## config.mk

```make
export PLATFORM = sky130hd
export DESIGN_NAME = ifetch_queue_flat
export DESIGN_NICKNAME = d
export VERILOG_FILES = /design/src/rtl/ifetch_queue_pkg.sv /design/src/rtl/ifetch_queue_if.sv /design/src/rtl/ifetch_queue_fifo.sv /design/src/rtl/ifetch_queue.sv /design/src/flat_wrapper.sv
export SDC_FILE = /design/constraint.sdc
export NUM_CORES = 1
export LEC_CHECK = 0
export CORE_ASPECT_RATIO = 0.6
export CORE_UTILIZATION = 30
export DETAILED_ROUTE_END_ITERATION = 10
export DONT_BUFFER_PORTS = 1
export GPL_ROUTABILITY_DRIVEN = 0
export PLACE_DENSITY = 0.51
export SYNTH_ARGS = -nofsm -noshare
export SYNTH_HDL_FRONTEND = slang
export SYNTH_HIERARCHICAL = 1
export SYNTH_SLANG_ARGS = --single-unit
```

## constraint.sdc

```tcl
create_clock -name clk -period 6.6 [get_ports clk]
set_clock_uncertainty 0.15 [all_clocks]
set_input_delay 1.65 -clock clk [delete_from_list [all_inputs] [get_ports clk]]
set_output_delay 1.65 -clock clk [all_outputs]
set_load 0.005 [all_outputs]
```

## src/rtl/ifetch_queue_pkg.sv

```systemverilog
// Shared types for the instruction-fetch front end.
//   word_t / addr_t   : 32-bit instruction word and byte address
//   fetch_entry_t     : one queued instruction with its PC
//   ifq_state_t       : fetch FSM states (RUN issues, DRAIN drops stale data)
//   INST_BYTES        : fetch PC increment per instruction
package ifetch_queue_pkg;

  typedef logic [31:0] word_t;
  typedef logic [31:0] addr_t;

  typedef struct packed {
    word_t inst;
    addr_t pc;
  } fetch_entry_t;

  typedef enum logic {RUN, DRAIN} ifq_state_t;

  localparam int unsigned INST_BYTES = 4;

endpackage

```

## src/rtl/ifetch_queue_if.sv

```systemverilog
// Fetch-unit bus bundle: imem request/response, redirect and decode channel.
//   master : the fetch unit (drives imem requests and the decode channel)
//   slave  : the environment (memory, branch unit, decoder)
interface ifetch_queue_if;
  import ifetch_queue_pkg::*;

  logic  imem_req_valid;
  logic  imem_req_ready;
  addr_t imem_req_addr;
  logic  imem_rsp_valid;
  word_t imem_rsp_data;
  logic  redirect_valid;
  addr_t redirect_pc;
  logic  inst_valid;
  logic  inst_ready;
  word_t inst_data;
  addr_t inst_pc;

  modport master (
    output imem_req_valid, imem_req_addr, inst_valid, inst_data, inst_pc,
    input  imem_req_ready, imem_rsp_valid, imem_rsp_data,
           redirect_valid, redirect_pc, inst_ready
  );

  modport slave (
    input  imem_req_valid, imem_req_addr, inst_valid, inst_data, inst_pc,
    output imem_req_ready, imem_rsp_valid, imem_rsp_data,
           redirect_valid, redirect_pc, inst_ready
  );
endinterface

```

## src/rtl/ifetch_queue_fifo.sv

```systemverilog
// sync_fifo: synchronous FIFO with asynchronous active-low reset and flush.
//   clk, rst_n          : clock, async active-low reset
//   flush               : empties the FIFO; overrides push and pop
//   push, push_data     : write one entry
//   pop                 : drop the head entry (ignored when empty)
//   pop_data            : head entry, zero when empty (0-cycle read)
//   empty, full, count  : occupancy status
// DEPTH need not be a power of two; pointers wrap explicitly.
module sync_fifo #(
  parameter type         T     = logic [31:0],
  parameter int unsigned DEPTH = 4
) (
  input  logic                       clk,
  input  logic                       rst_n,
  input  logic                       flush,
  input  logic                       push,
  input  T                           push_data,
  input  logic                       pop,
  output T                           pop_data,
  output logic                       empty,
  output logic                       full,
  output logic [$clog2(DEPTH+1)-1:0] count
);
  localparam int unsigned AW = (DEPTH > 1) ? $clog2(DEPTH) : 1;
  localparam int unsigned CW = $clog2(DEPTH + 1);

  T               mem [DEPTH];
  logic [AW-1:0]  wr_ptr, rd_ptr;
  logic [CW-1:0]  count_q;
  logic           do_push, do_pop;

  function automatic logic [AW-1:0] next_ptr(input logic [AW-1:0] p);
    if (p == AW'(DEPTH - 1)) return '0;
    return p + 1'b1;
  endfunction

  assign empty    = (count_q == '0);
  assign full     = (count_q == CW'(DEPTH));
  assign count    = count_q;
  assign pop_data = empty ? '0 : mem[rd_ptr];
  assign do_push  = push && !flush;
  assign do_pop   = pop && !empty && !flush;

  always_ff @(posedge clk or negedge rst_n) begin
    if (!rst_n) begin
      wr_ptr  <= '0;
      rd_ptr  <= '0;
      count_q <= '0;
      for (int unsigned i = 0; i < DEPTH; i++) mem[i] <= '0;
    end else if (flush) begin
      wr_ptr  <= '0;
      rd_ptr  <= '0;
      count_q <= '0;
    end else begin
      if (do_push) begin
        mem[wr_ptr] <= push_data;
        wr_ptr      <= next_ptr(wr_ptr);
      end
      if (do_pop) rd_ptr <= next_ptr(rd_ptr);
      count_q <= count_q + CW'(do_push) - CW'(do_pop);
    end
  end

  push_when_full: assert property (@(posedge clk) disable iff (!rst_n)
    !(push && full && !pop && !flush));

endmodule

```

## src/rtl/ifetch_queue.sv

```systemverilog
// ifetch_queue: instruction-fetch front end.
//   clk, rst_n : clock, async active-low reset
//   bus        : master side of ifetch_queue_if
//                imem_req_*  word read requests at the fetch PC
//                imem_rsp_*  in-order read data, always accepted
//                redirect_*  restart fetch at a new PC, flushing the queue
//                inst_*      queue head towards decode (valid/ready)
// A queue slot is reserved for every in-flight request, so responses never
// overflow. Requests in flight at a redirect are counted in `discard` and
// their responses dropped in DRAIN.
module ifetch_queue
  import ifetch_queue_pkg::*;
#(
  parameter int unsigned DEPTH     = 4,
  parameter int unsigned MAX_OUTST = 2,
  parameter addr_t       RESET_PC  = '0
) (
  input logic           clk,
  input logic           rst_n,
  ifetch_queue_if.master bus
);
  localparam int unsigned QCW = $clog2(DEPTH + 1);
  localparam int unsigned OW  = $clog2(MAX_OUTST + 1);

  ifq_state_t    state_q, state_nxt;
  addr_t         fetch_pc;
  logic [OW-1:0] outst, discard, redir_discard;
  logic          fire, discarding, rsp_take;

  fetch_entry_t   q_head;
  logic           q_empty, q_full;
  logic [QCW-1:0] q_count;
  addr_t          tag_pc;
  logic           tag_empty, tag_full;
  logic [OW-1:0]  tag_count;

  assign fire       = bus.imem_req_valid && bus.imem_req_ready;
  assign discarding = (discard != '0);
  assign rsp_take   = bus.imem_rsp_valid && !discarding;
  // Everything still owed by memory after this cycle becomes stale: a
  // request firing now adds one, a response arriving now removes one.
  assign redir_discard = discard + outst + OW'(fire) - OW'(bus.imem_rsp_valid);

  always_ff @(posedge clk or negedge rst_n) begin
    if (!rst_n) state_q <= RUN;
    else        state_q <= state_nxt;
  end

  always_comb begin
    state_nxt = state_q;
    if (bus.redirect_valid)
      state_nxt = (redir_discard != '0) ? DRAIN : RUN;
    else if (state_q == DRAIN && bus.imem_rsp_valid && discard == OW'(1))
      state_nxt = RUN;
  end

  always_comb begin
    bus.imem_req_valid = 1'b0;
    if (rst_n && state_q == RUN &&
        32'(outst) < MAX_OUTST &&
        32'(q_count) + 32'(outst) < DEPTH)
      bus.imem_req_valid = 1'b1;
  end

  assign bus.imem_req_addr = fetch_pc;

  always_ff @(posedge clk or negedge rst_n) begin
    if (!rst_n) begin
      fetch_pc <= RESET_PC;
      outst    <= '0;
      discard  <= '0;
    end else if (bus.redirect_valid) begin
      fetch_pc <= bus.redirect_pc & ~addr_t'(INST_BYTES - 1);
      outst    <= '0;
      discard  <= redir_discard;
    end else begin
      if (fire) fetch_pc <= fetch_pc + INST_BYTES;
      outst <= outst + OW'(fire) - OW'(rsp_take);
      if (discarding && bus.imem_rsp_valid) discard <= discard - 1'b1;
    end
  end

  sync_fifo #(.T(addr_t), .DEPTH(MAX_OUTST)) u_tag_fifo (
    .clk       (clk),
    .rst_n     (rst_n),
    .flush     (bus.redirect_valid),
    .push      (fire),
    .push_data (fetch_pc),
    .pop       (rsp_take),
    .pop_data  (tag_pc),
    .empty     (tag_empty),
    .full      (tag_full),
    .count     (tag_count)
  );

  sync_fifo #(.T(fetch_entry_t), .DEPTH(DEPTH)) u_inst_fifo (
    .clk       (clk),
    .rst_n     (rst_n),
    .flush     (bus.redirect_valid),
    .push      (rsp_take),
    .push_data ('{inst: bus.imem_rsp_data, pc: tag_pc}),
    .pop       (bus.inst_valid && bus.inst_ready),
    .pop_data  (q_head),
    .empty     (q_empty),
    .full      (q_full),
    .count     (q_count)
  );

  assign bus.inst_valid = !q_empty;
  assign bus.inst_data  = q_head.inst;
  assign bus.inst_pc    = q_head.pc;

  rsp_unexpected: assert property (@(posedge clk) disable iff (!rst_n)
    bus.imem_rsp_valid |-> (outst != '0 || discard != '0));
  rsp_overflow: assert property (@(posedge clk) disable iff (!rst_n)
    rsp_take |-> (!q_full && !tag_empty));
  tag_consistent: assert property (@(posedge clk) disable iff (!rst_n)
    (tag_count == outst) && !(fire && tag_full));

endmodule

```

## src/flat_wrapper.sv

```systemverilog
// flat-port wrapper written by rule: the top's interface ports become plain ports
module ifetch_queue_flat import ifetch_queue_pkg::*;
#(
  parameter int unsigned DEPTH     = 4,
  parameter int unsigned MAX_OUTST = 2,
  parameter addr_t       RESET_PC  = '0
)
  (clk, rst_n, bus_imem_req_valid, bus_imem_req_addr, bus_inst_valid, bus_inst_data, bus_inst_pc, bus_imem_req_ready, bus_imem_rsp_valid, bus_imem_rsp_data, bus_redirect_valid, bus_redirect_pc, bus_inst_ready);
  ifetch_queue_if bus_i ();
  input logic clk;
  input logic rst_n;
  output wire logic [$bits(bus_i.imem_req_valid)-1:0] bus_imem_req_valid;
  output wire logic [$bits(bus_i.imem_req_addr)-1:0] bus_imem_req_addr;
  output wire logic [$bits(bus_i.inst_valid)-1:0] bus_inst_valid;
  output wire logic [$bits(bus_i.inst_data)-1:0] bus_inst_data;
  output wire logic [$bits(bus_i.inst_pc)-1:0] bus_inst_pc;
  input wire logic [$bits(bus_i.imem_req_ready)-1:0] bus_imem_req_ready;
  input wire logic [$bits(bus_i.imem_rsp_valid)-1:0] bus_imem_rsp_valid;
  input wire logic [$bits(bus_i.imem_rsp_data)-1:0] bus_imem_rsp_data;
  input wire logic [$bits(bus_i.redirect_valid)-1:0] bus_redirect_valid;
  input wire logic [$bits(bus_i.redirect_pc)-1:0] bus_redirect_pc;
  input wire logic [$bits(bus_i.inst_ready)-1:0] bus_inst_ready;
  assign bus_imem_req_valid = bus_i.imem_req_valid;
  assign bus_imem_req_addr = bus_i.imem_req_addr;
  assign bus_inst_valid = bus_i.inst_valid;
  assign bus_inst_data = bus_i.inst_data;
  assign bus_inst_pc = bus_i.inst_pc;
  assign bus_i.imem_req_ready = bus_imem_req_ready;
  assign bus_i.imem_rsp_valid = bus_imem_rsp_valid;
  assign bus_i.imem_rsp_data = bus_imem_rsp_data;
  assign bus_i.redirect_valid = bus_redirect_valid;
  assign bus_i.redirect_pc = bus_redirect_pc;
  assign bus_i.inst_ready = bus_inst_ready;
  ifetch_queue #(.DEPTH(DEPTH), .MAX_OUTST(MAX_OUTST), .RESET_PC(RESET_PC)) u_core (.clk(clk), .rst_n(rst_n), .bus(bus_i));
endmodule
```

==> metrics, run 1 <==
outcome=complete, no violations; initial antenna violation count=0; Yosys warnings=6; Detailed Place HPWL=~24 mm; vias in the first global route=roughly 11000; Die Wd=311 um; Critical-path top delay cell=dfrtp_4; IO Port Bufs=0; placed cell area=17900 um2; share of layout cells above drive strength 1=0.384; GRT Resource Usage Total=0.137; peak supply drop=about 0.17 mV; largest net degree at the start of global routing=370; Skew-Pair Late Insertion Delay=550 ps; crit-path cells=buf_4 > mux4_2 > and2_1; Crit. End Element=output pin; Post-Syn Instances=around 1200; Cell Area, Synth=17200 um2; P_leak=8.59 nW; worst-margin pin slew=approximately 1300 ps; total core area=roughly 56000 um2; Synth Area per Inst=~14 um2; Post-layout nets=~1300; FF/Latch Area=a little over 9000 um2; Worst R2R End=u_core/u_tag_fifo/mem[59]$_DFFE_PN0P_; setup_tns=0 ps; area delta synth->final=10.9%; Hold Path Class=flip-flop to flip-flop; fin crit period=between 4000 and 5000 ps; max_cap viols=0; HP Start=u_core/u_tag_fifo/mem[0]$_DFFE_PN0P_; Worst-path clk slew=~60 ps; Final Instance Area=around 19000 um2; Clock Sinks=about 370; Die Y=around 190 um; ant diodes=0; internal power=4.58 mW; 1st-pass router iterations=4; reg-to-reg setup timing slack=~3500 ps; CTS HTree Levels=2; r2r worst-path depth=7; Root Driver=clkbuf_16; Crit. Startpoint=u_core/u_inst_fifo/rd_ptr[0]$_DFFE_PN0P_; DRC viols=0; Vias=about 9900; CP max stage delay=960 ps; pwr dens=between 300 and 400 nW/um2; switching share of power=0.262; Filler cells=approximately 5400; Initial Util=0.306; TritonCTS Buffers=39; post-CTS sizing=0; CTS tree=built; final hold viol count=0; worst-path maximum fanout=37; Via density=4.99; hold-fix buffers at CTS=0; global route overflow=0; R2R Path Start=u_core/outst[1]$_DFF_PN0_; Core Rows=67; WP data required=4800 ps; Worst Hold Path EP=u_core/u_tag_fifo/mem[0]$_DFFE_PN0P_; sequential share of power=0.475; IO Count=~170; crit share post-route=0.738; routed wire length=~39 mm; Post-CTS Setup Bufs=0; clk buf depth=3; antenna viol nets, final=0; Hold Path Cell Cnt=1; die area=approximately 58000 um2; Slew HR=0.141; highest clock rate=0.205 GHz; global-route wire length before repair=roughly 63 mm; fin. max-slew vios=0; clock group share of total power=0.353; footprint of the multi-input gates=7570 um2; initial drt markers=slightly above 500; setup violators final=0; Setup crit start kind=flip-flop; Routed wire per std cell=about 20 um; Worst Path Arrival=3070 ps; Combinational Power Share=0.173; Sw Pwr=between 1.5 and 2 mW; RSZ-0062 raised after global routing=no; crit path kind=flip-flop to output pin
power groups by stage:
stage	registers, mW	clock network (mW)	logic [mW]
2_1_floorplan	2.89	0	0.907
3_3_place_gp	2.97	0	1.06
5_1_grt	3.01	2.38	1.19
6_report	2.95	2.19	1.07
4_1_cts	2.95	2.28	1.10
3_5_place_dp	2.99	0	1.09
registers in the layout, summed over array words and instances, names as in the netlist:
register and count:
u_core/u_tag_fifo/count 2, u_core/u_inst_fifo/mem 256, u_core/discard 2, u_core/bus.imem_req_addr 30, u_core/u_tag_fifo/rd_ptr 1, u_core/u_tag_fifo/wr_ptr 1, u_core/u_inst_fifo/count 3, u_core/u_tag_fifo/mem 64
u_core/u_inst_fifo/wr_ptr 2, u_core/state_q 1, u_core/u_inst_fifo/rd_ptr 2, u_core/outst 2
worst max-delay path by stage:
stage | end | slack [ps] | cells past startpoint
detailed placement | bus_inst_pc[8] | 2190 | 3
global route | bus_inst_pc[8] | 1480 | 3
CTS | bus_inst_pc[8] | 1580 | 3
floorplan | bus_imem_req_valid | 2880 | 1
global placement | bus_inst_pc[8] | 2200 | 3
finish | bus_inst_pc[8] | 1730 | 3
cells in the final DEF, fill, tap and decap left out, drive strengths merged, types with 7 or more instances in the layout:
cell type and instances:
nand3 12, mux4 64, xnor2 7, ha 16
clkbuf 54, mux2 323, o31ai 19, nor2b 7
and2 66, o21ai 12, buf 15, or4 23
a31oi 23, nand2 16, inv 19, mux2i 35
dfrtp 366, nand4 9, nor2 66
metrics by stage:
| step | setup slack, ps | hold WS, ps | power, mW | std cells | util |
|---|---|---|---|---|---|
| CTS | 1580 | 349 | 6.32 | 1977 | 0.340 |
| finish | 1730 | 346 | 6.20 | 1977 | 0.340 |
| detailed placement | 2190 | 335 | 4.08 | 1910 | 0.317 |
| floorplan | 2880 | 307 | 3.80 | 1220 | - |
| global route | 1480 | 358 | 6.58 | 1977 | 0.340 |
| global placement | 2200 | 319 | 4.03 | 1910 | 0.317 |
metal layers:
metal | global-route usage | routed length [um] | up-vias
li1 | - | - | 4389
met1 | 0.193 | 18700 | 5283
met2 | 0.214 | 18300 | 153
met3 | 0.0338 | 1850 | 45
met4 | 0.0252 | 512 | 0
met5 | 0 | 0 | -
worst max-delay path, delay by kind of cell, from the launching register on:
kind                   cells  cell delay (ps)
flip-flops                 1              960
AND/OR/NAND/NOR            1              220
buffers and inverters      1              690
multiplexers               1              590
cell type report:
type	instances	area share
Tap cell	759	0.0497
Clock inverter	13	0.00746
Inverter	16	0.00314
Sequential cell	366	0.480
Clock buffer	54	0.0583
Timing Repair Buffer	15	0.00589
Multi-Input combinational cell	754	0.396
Power figures use the tool's default switching activity.
==> run 2, diff against run 1 <==
- PLACE_DENSITY: 0.51 -> 0.52
- clock period: 6.6 -> 4 ns (I/O delays scaled with it)
==> run 2 against run 1 <==
  * Global-route usage is 0.20 points higher
  * Via count is 0.39% lower
  * Non-clock buffer count is 1 lower
  * Power is 65% higher
  * First-iteration DRC count is 0.97% lower
  * Combinational power is 66% higher
  * Critical path depth stayed put
  * Sequential power is 65% higher
  * Critical path type unchanged
==> metrics, run 2 (synthesized netlist as in run 1, its figures left out) <==
outcome=complete, no violations; max reg flops=256; Setup crit start kind=flip-flop; internal power=around 7.5 mW; sequential share of power=0.474; R2R Path Start=u_core/outst[1]$_DFF_PN0_; crit share post-route=0.912; total core area=~56000 um2; pwr dens=approximately 530 nW/um2; setup violators final=0; post-CTS sizing=0; Crit. Startpoint=u_core/u_inst_fifo/rd_ptr[0]$_DFFE_PN0P_; CP max stage delay=840 ps; footprint of the multi-input gates=approximately 7600 um2; routed wire length=40.1 mm; Via density=between 4 and 5; Die Wd=311 um; commonest cells after routing, fill and taps aside=dfrtp_1, mux2_2, and2_1; Core Rows=67; CTS HTree Levels=2; IO Count=between 150 and 200; Combinational Power Share=0.174; FF/Latch Area=just over 9000 um2; Hold Path Class=primary input to async pin; worst-margin pin slew=between 1000 and 1500 ps; initial drt markers=between 500 and 600; crit path kind=flip-flop to output pin; P_leak=8.63 nW; vias in the first global route=around 11000; Final Instance Area=just under 20000 um2; worst-path maximum fanout=27; die area=~60000 um2; hold-fix buffers at CTS=2; fin crit period=3650 ps; largest net degree at the start of global routing=around 370; global-route wire length before repair=between 60 and 70 mm; peak supply drop=0.242 mV; Filler cells=between 5000 and 6000; Skew-Pair Late Insertion Delay=around 540 ps; TritonCTS Buffers=40; global route overflow=0; clock group share of total power=0.351; placed cell area=between 15000 and 20000 um2; Largest Register=u_core/u_inst_fifo/mem; Post-layout nets=1280; antenna viol nets, final=0; Sw Pwr=2.70 mW; max_cap viols=0; area delta synth->final=11.5%; Root Driver=clkbuf_16; Worst Path Arrival=~2500 ps; Post-CTS Setup Bufs=0; Clock Sinks=roughly 370; Crit. End Element=output pin; IO Port Bufs=0; Initial Util=0.306; Slew HR=0.280; GRT Resource Usage Total=0.139; highest clock rate=0.274 GHz; setup_tns=0 ps; Worst-path clk slew=about 60 ps; clk buf depth=3; DRC viols=0; worst hold margin=roughly 42 ps; Detailed Place HPWL=23.4 mm; RSZ-0062 raised after global routing=no; Critical-path top delay cell=dfrtp_4; share of layout cells above drive strength 1=0.380; Vias=slightly below 10000; Routed wire per std cell=just over 20 um; fin. max-slew vios=0; initial antenna violation count=2; CTS tree=built; 1st-pass router iterations=4; ant diodes=0; final hold viol count=0; switching share of power=0.263; Die Y=~190 um; crit-path cells=buf_12 > mux4_2 > and2_1; commonest non-fill, non-tap cell in the layout=dfrtp_1; WP data required=2850 ps
[run 2: changes by cell type in the layout (fill, tap and decap cells not counted), moves of 2 or more]
cell,change
clkbuf_1,+4
buf_12,+8
buf_4,-11
clkbuf_8,+2
dlygate4sd3_1,+2
[run 2: cell type report]
cell class                 instances  share of cell area
clock buffer                      60              0.0602
clock inverter                    10             0.00521
inverter                          16             0.00313
multi-input combinational        754               0.394
sequential                       366               0.477
tap                              759              0.0494
timing repair buffer              14              0.0109
[run 2: worst max-delay path: cells and delay by family, from the launching register on]
| family | cells | cell delay (ps) |
|---|---|---|
| muxes | 1 | 600 |
| and+or+nand+nor | 1 | 210 |
| buffers and inverters | 1 | 290 |
| DFF | 1 | 840 |
[run 2: final timing paths]
path | slack, ps | endpoint | cells after the start
max | 350 | bus_inst_pc[18] | 3
min | 40 | u_core/u_inst_fifo/mem[154]$_DFFE_PN0P_ | 0
max reg2reg | 920 | u_core/u_tag_fifo/count[1]$_DFF_PN0_ | 10
min reg2reg | 340 | u_core/u_tag_fifo/mem[62]$_DFFE_PN0P_ | 1
max in group asynchronous | 2740 | u_core/u_inst_fifo/mem[93]$_DFFE_PN0P_ | 1
min in group clk | 340 | u_core/u_tag_fifo/mem[62]$_DFFE_PN0P_ | 1
[run 2: metrics by stage]
step | util | cells | setup WS, ps | total power [mW]
3_5_place_dp | 0.319 | 1907 | 632 | 6.75
4_1_cts | 0.342 | 1979 | 234 | 10.5
5_1_grt | 0.342 | 1979 | 171 | 10.9
6_report | 0.342 | 1979 | 350 | 10.2
3_3_place_gp | 0.319 | 1907 | 732 | 6.66
2_1_floorplan | - | 1220 | 1210 | 6.26
[run 2: layer usage]
layer  share of wire  track usage
met2            0.45        0.213
met3           0.044       0.0293
met5               0            0
met1            0.49        0.203
met4           0.014       0.0250
[run 2: power groups by stage]
stage	logic, mW	registers, mW	clock network [mW]
after CTS	1.83	4.86	3.77
after global routing	1.98	4.96	3.92
after floorplan	1.50	4.77	0
final	1.78	4.86	3.60
after global placement	1.77	4.89	0
after detailed placement	1.82	4.93	0
